## src/rtl/alu_pkg.sv

```systemverilog
// Shared ALU datapath definitions: state encoding for the sequential
// units and the default operand width.
package alu_pkg;

  // Default operand width used by the ALU datapath.
  localparam int DEFAULT_N = 8;

  // Sequential multiplier control states (2-bit encoding).
  typedef enum logic [1:0] {
    ST_IDLE = 2'd0,
    ST_RUN  = 2'd1,
    ST_FIX  = 2'd2
  } state_t;

  // Width of a step counter that must be able to hold the value n.
  function automatic int ct_width(input int n);
    return $clog2(n) + 1;
  endfunction

endpackage

```

## src/rtl/seq_mul_if.sv

```systemverilog
// Request/response bundle for the sequential multiplier.
//
// Handshake: the requester raises start with sgn/a/b valid for one cycle;
// the request is taken only on an edge where busy=0 and done may be either
// value (the unit is idle). While busy=1, start is ignored. done pulses high
// for exactly one cycle with y valid; y then holds until the next product
// completes. busy and done are never high together.
interface seq_mul_if #(
  parameter int N = alu_pkg::DEFAULT_N
) ();

  logic             start;
  logic             sgn;
  logic [N-1:0]     a;
  logic [N-1:0]     b;
  logic             busy;
  logic             done;
  logic [2*N-1:0]   y;
  alu_pkg::state_t  dbg_state;

  // Requester side (ALU decoder or bench).
  modport master (
    output start, sgn, a, b,
    input  busy, done, y, dbg_state
  );

  // Multiplier side.
  modport slave (
    input  start, sgn, a, b,
    output busy, done, y, dbg_state
  );

endinterface

```

## src/rtl/rca_add.sv

```systemverilog
// Ripple-carry adder used for the multiplier's accumulate step.
module rca_add #(
  parameter int W = 16
) (
  input  logic [W-1:0] x,
  input  logic [W-1:0] y,
  input  logic         cin,
  output logic [W-1:0] sum
);

  logic [W-1:0] carry;

  // Carry ripples LSB to MSB; the final carry-out is not needed because the
  // product magnitude always fits in W bits.
  always_comb begin
    carry    = '0;
    carry[0] = cin;
    for (int i = 0; i < W - 1; i++) begin
      carry[i+1] = (x[i] & y[i]) | (x[i] & carry[i]) | (y[i] & carry[i]);
    end
    sum = x ^ y ^ carry;
  end

endmodule

```

## src/rtl/seq_mul.sv

```systemverilog
// Sequential shift-add multiplier: one partial product per clock on operand
// magnitudes, followed by a sign-correction cycle. Latency is N+1 clocks from
// the accept edge to the done pulse.
module seq_mul
  import alu_pkg::*;
#(
  parameter int N = DEFAULT_N
) (
  input  logic     clk,
  input  logic     rst,
  seq_mul_if.slave bus
);

  localparam int              W       = 2 * N;
  localparam int              IW      = $clog2(N);
  localparam int              CTW     = ct_width(N);
  localparam logic [CTW-1:0]  CT_LAST = CTW'(N - 1);
  localparam logic [CTW-1:0]  CT_ONE  = CTW'(1);
  localparam logic [N-1:0]    ONE_N   = N'(1);
  localparam logic [W-1:0]    ONE_W   = W'(1);

  state_t          state;
  logic [W-1:0]    acc;
  logic [CTW-1:0]  ct;
  logic [N-1:0]    mag_a;
  logic [N-1:0]    mag_b;
  logic            neg;
  logic            busy_r;
  logic            done_r;
  logic [W-1:0]    y_r;

  logic [N-1:0]    in_mag_a;
  logic [N-1:0]    in_mag_b;
  logic            in_neg;
  logic [IW-1:0]   ct_idx;
  logic [N-1:0]    pp_n;
  logic [W-1:0]    pp;
  logic [W-1:0]    sum;

  // Operand magnitudes and result sign for the capture cycle. The magnitude
  // of the most negative value wraps to 2^(N-1), which is correct unsigned.
  always_comb begin
    in_mag_a = (bus.sgn & bus.a[N-1]) ? (~bus.a + ONE_N) : bus.a;
    in_mag_b = (bus.sgn & bus.b[N-1]) ? (~bus.b + ONE_N) : bus.b;
    in_neg   = bus.sgn & (bus.a[N-1] ^ bus.b[N-1]);
  end

  // Partial product for the current multiplier bit, aligned by ct.
  always_comb begin
    ct_idx = ct[IW-1:0];
    pp_n   = mag_a & {N{mag_b[ct_idx]}};
    pp     = {{N{1'b0}}, pp_n} << ct;
  end

  rca_add #(
    .W (W)
  ) u_add (
    .x   (acc),
    .y   (pp),
    .cin (1'b0),
    .sum (sum)
  );

  // Control FSM with registered busy/done/y. ct ends at N after the last
  // RUN cycle, which is why it carries one extra bit.
  always_ff @(posedge clk) begin
    if (rst) begin
      state  <= ST_IDLE;
      acc    <= '0;
      ct     <= '0;
      mag_a  <= '0;
      mag_b  <= '0;
      neg    <= 1'b0;
      busy_r <= 1'b0;
      done_r <= 1'b0;
      y_r    <= '0;
    end else begin
      case (state)
        ST_IDLE: begin
          done_r <= 1'b0;
          if (bus.start) begin
            mag_a  <= in_mag_a;
            mag_b  <= in_mag_b;
            neg    <= in_neg;
            acc    <= '0;
            ct     <= '0;
            busy_r <= 1'b1;
            state  <= ST_RUN;
          end
        end
        ST_RUN: begin
          acc <= sum;
          ct  <= ct + CT_ONE;
          if (ct == CT_LAST) begin
            state <= ST_FIX;
          end
        end
        ST_FIX: begin
          y_r    <= neg ? (~acc + ONE_W) : acc;
          done_r <= 1'b1;
          busy_r <= 1'b0;
          state  <= ST_IDLE;
        end
        default: begin
          state <= ST_IDLE;
        end
      endcase
    end
  end

  assign bus.busy      = busy_r;
  assign bus.done      = done_r;
  assign bus.y         = y_r;
  assign bus.dbg_state = state;

endmodule

```

## src/flat_wrapper.sv

```systemverilog
// flat-port wrapper written by rule: the top's interface ports become plain ports
module seq_mul_flat import alu_pkg::*;
#(
  parameter int N = DEFAULT_N
)
  (clk, rst, bus_start, bus_sgn, bus_a, bus_b, bus_busy, bus_done, bus_y, bus_dbg_state);
  seq_mul_if #(.N(N)) bus_i ();
  input  logic clk;
  input  logic rst;
  input wire logic [$bits(bus_i.start)-1:0] bus_start;
  input wire logic [$bits(bus_i.sgn)-1:0] bus_sgn;
  input wire logic [$bits(bus_i.a)-1:0] bus_a;
  input wire logic [$bits(bus_i.b)-1:0] bus_b;
  output wire logic [$bits(bus_i.busy)-1:0] bus_busy;
  output wire logic [$bits(bus_i.done)-1:0] bus_done;
  output wire logic [$bits(bus_i.y)-1:0] bus_y;
  output wire logic [$bits(bus_i.dbg_state)-1:0] bus_dbg_state;
  assign bus_i.start = bus_start;
  assign bus_i.sgn = bus_sgn;
  assign bus_i.a = bus_a;
  assign bus_i.b = bus_b;
  assign bus_busy = bus_i.busy;
  assign bus_done = bus_i.done;
  assign bus_y = bus_i.y;
  assign bus_dbg_state = bus_i.dbg_state;
  seq_mul #(.N(N)) u_core (.clk(clk), .rst(rst), .bus(bus_i));
endmodule
```

## config.mk

```make
export PLATFORM = sky130hd
export DESIGN_NAME = seq_mul_flat
export DESIGN_NICKNAME = d
export VERILOG_FILES = /design/src/rtl/alu_pkg.sv /design/src/rtl/seq_mul_if.sv /design/src/rtl/rca_add.sv /design/src/rtl/seq_mul.sv /design/src/flat_wrapper.sv
export SDC_FILE = /design/constraint.sdc
export NUM_CORES = 1
export LEC_CHECK = 0
export ABC_CLOCK_PERIOD_IN_PS = 7850
export CORE_MARGIN = 3
export CORE_UTILIZATION = 48
export CTS_CLUSTER_DIAMETER = 30
export DETAILED_ROUTE_END_ITERATION = 10
export GPL_TIMING_DRIVEN = 0
export PLACE_DENSITY = 0.7
export SYNTH_ARGS = -nofsm -noshare
export SYNTH_HDL_FRONTEND = slang
export SYNTH_SLANG_ARGS = --single-unit
```

## constraint.sdc

```tcl
create_clock -name clk -period 7.85 [get_ports clk]
set_input_delay 1.57 -clock clk [delete_from_list [all_inputs] [get_ports clk]]
set_output_delay 1.57 -clock clk [all_outputs]
set_load 0.01 [all_outputs]
```

==> flow_summary.toml <==
[layout]
layout-drive-gt1-share_pct = 7.127
multiInputGateArea_sq_um = 2049
fin_nets = 483
antennaDiodeCount = 0
stdcell_count = 526
fillCellCount = 623
final_area_sq_um = 3995
ff_latch_area_sq_um = 1141
syn_to_final_growth_pct = 19.63

[route]
route.detailed.drc = 0
wl_met1_um = 3100
vias = 2869
route.met2.wl_um = 3688
dr.pass1.iters = 4
drt-total-wl_um = 7263
wl_per_cell_um = 13.81
avgViaCountPerCell = 5.454
highest_layer = "met4"
antenna_left = 0
wl_met3_um = 314
drt_iter0_drc = 130

[clocking]
cts_buffer_depth = 2
cts_buffers = 9
cts_tree = "built"
clk_pin_slew_ns = 0.06
cts.htree.levels = 3
cts_setup_buffers = 0
numClockSinks = 57
clk_latency_ns = 0.34
hold_buffers = 0
cts-root-buf = "clkbuf_8"
cts.repair.resized = 0

[worst_setup_path]
endpoint_kind = "register"
crit_fanout = 10
critPathLaunchType = "register"
critPathKind = "register to register"
crit_arrival_ns = 7.02
required_ns = 8.07

[synth]
synth-edff-count = 0
synth-seq-cells = 57
yosysSeqAreaShare_pct = 34.17
ys.warnings.count = 0
synth_cell_types = 51
netlist_area_sq_um = 3339
synth_top_cell_area_share_pct = 34.17
synthCells = 396
ys.flop_type = "dfxtp_1"
syn_area_per_cell_sq_um = 8.433
yosys.area.top_type = "dfxtp_1"
synth_nets = 435
synthArstFlopShare_pct = 0
synth_area_leaders = "dfxtp_1 34%, fa_1 8.4%, nand2_1 6.0%"

[sta]
fmax_mhz = 147.0
maxSlewViolCount = 0
fin_crit_ns = 6.802
rsz0062_at_grt = "false"
fin_tns_setup_ns = 0
relSlewSlack_pct = 64.17
fin_skew_ns = 0.007345
worst_pin_slew_ns = 0.5363
timing.final.crit_share_pct = 86.65
hold_violations = 0
setup_viol = 0

[floorplan]
start_util_pct = 51.13
core_area_sq_um = 6531
rows = 29
die-area_sq_um = 7994
ios = 40
die_h_um = 89.41
die_w_um = 89.41

[global_routing]
track_usage_pct = 20.27
grt_pass1_vias = 2720
grt_pass1_wl_um = 12350
antenna_found_initial = 0
overflow = 0
grt_start_max_net_pins = 11

[place]
port-buffer-count = 37
gp_congestion = 0.9010
dp_cells = 510
postPlaceCellArea_sq_um = 3806
hpwl_um = 5724

[pwr]
max-vdd-ir-drop_mv = 0.08516
leakage_uw = 0.001484
powerDensity_nw_per_um2 = 166.7

[status]
status = "finished, final reports clean"

[hold_path]
hold_path_class = "register to register"

[run]
drv_cap = 0
flip-flops by register name (all words and copies together) (netlist names):
register              cells
u_core.neg                1
u_core.bus.done           1
u_core.bus.busy           1
u_core.bus.dbg_state      2
u_core.bus.y             16
u_core.mag_b              8
u_core.acc               16
u_core.mag_a              8
u_core.ct                 4
cell type report:
| type | instances | area share (%) |
|---|---|---|
| repair buffers | 37 | 9.270 |
| flip-flops and latches | 57 | 28.56 |
| plain buffers | 19 | 2.036 |
| well taps | 77 | 2.412 |
| multi-input cells | 302 | 51.30 |
| inverters | 18 | 1.691 |
| clock inverters | 3 | 1.002 |
| clock buffers | 13 | 3.727 |
cells by family (layout without fill, tap and decap cells):
family                   after synthesis  in the layout  synth area share, %
buffers and inverters                 37             90                4.459
XOR/XNOR                              24             24                6.520
AND/OR/NAND/NOR                      143            143                19.33
adder cells (fa/ha/maj)               19             19                10.27
AO/OA/AOI/OAI                         97             97                18.77
multiplexers                          19             19                6.482
flip-flops                            57             57                34.17
path summary, 6_finish.rpt:
check                   start               end  slack [ns]  cells past startpoint
max reg2reg      u_core.ct[1]    u_core.acc[15]        1.05                     26
max              u_core.ct[1]    u_core.acc[15]        1.05                     26
min          u_core.bus.y[14]  u_core.bus.y[14]        0.44                      2
min reg2reg  u_core.bus.y[14]  u_core.bus.y[14]        0.44                      2
critical path, stage by stage, from the launching register on:
cell	delay, ns
dfxtp_1	0.44
buf_6	0.19
mux2i_1	0.24
a22oi_1	0.13
nand2_1	0.25
or3_1	0.21
nor2_1	0.06
ha_1	0.18
fa_1	0.38
fa_1	0.36
inv_1	0.07
fa_1	0.18
fa_1	0.19
fa_1	0.21
fa_1	0.19
fa_1	0.16
inv_1	0.05
fa_1	0.38
fa_1	0.39
fa_1	0.39
fa_1	0.39
fa_1	0.39
fa_1	0.39
fa_1	0.42
xor2_2	0.20
a21oi_1	0.15
o22ai_1	0.09
per-stage QoR:
stage	hold WS [ns]	util, %	total power (uW)	setup slack [ns]
5_1_grt	0.4583	61.17	698.0	0.6840
2_1_floorplan	0.4357	-	374.0	1.574
3_5_place_dp	0.4393	58.28	405.9	1.057
4_1_cts	0.4481	61.17	672.1	1.029
3_3_place_gp	0.4349	58.28	403.6	1.134
6_report	0.4435	61.17	665.9	1.048
power breakdown:
| part | total, uW | internal (uW) | switching [uW] | leakage (uW) |
|---|---|---|---|---|
| registers | 306 | 298 | 7.60 | 0.000463 |
| clock network | 266 | 154 | 112 | 0.0000974 |
| logic | 93.4 | 38.6 | 54.9 | 0.000923 |
cell usage in the layout (no fill, tap or decap), types with 8 or more instances in the layout:
master	Yosys	final
clkdlybuf4s50_1	0	37
a22o_1	11	11
mux2i_1	10	10
inv_1	17	17
clkbuf_8	0	10
dfxtp_1	57	57
a21oi_1	17	17
xnor2_1	14	14
nand2_1	53	53
fa_1	14	14
nor2b_1	8	8
o21ai_0	31	31
nand3_1	12	12
xor2_1	9	9
a211oi_1	8	8
nor2_1	46	46
clkbuf_1	14	17
routing by layer:
| metal | track usage [%] | vias up |
|---|---|---|
| met1 | 22.51 | 1317 |
| met3 | 3.779 | 12 |
| met2 | 36.64 | 72 |
| met4 | 10.28 | 0 |
| met5 | 0 | - |
| li1 | - | 1468 |
synth_stat cells (all sizes together) (6+ instances only):
cell type  number
a22o           11
nor2           47
a211oi          8
a21oi          17
fa             14
dfxtp          57
nand2          53
nand2b          6
clkbuf         14
inv            18
xor2           10
nor2b           8
nand3          12
a22oi           6
o21ai          36
mux2i          10
xnor2          14
mux2            8
(Power assumes the default switching activity.)
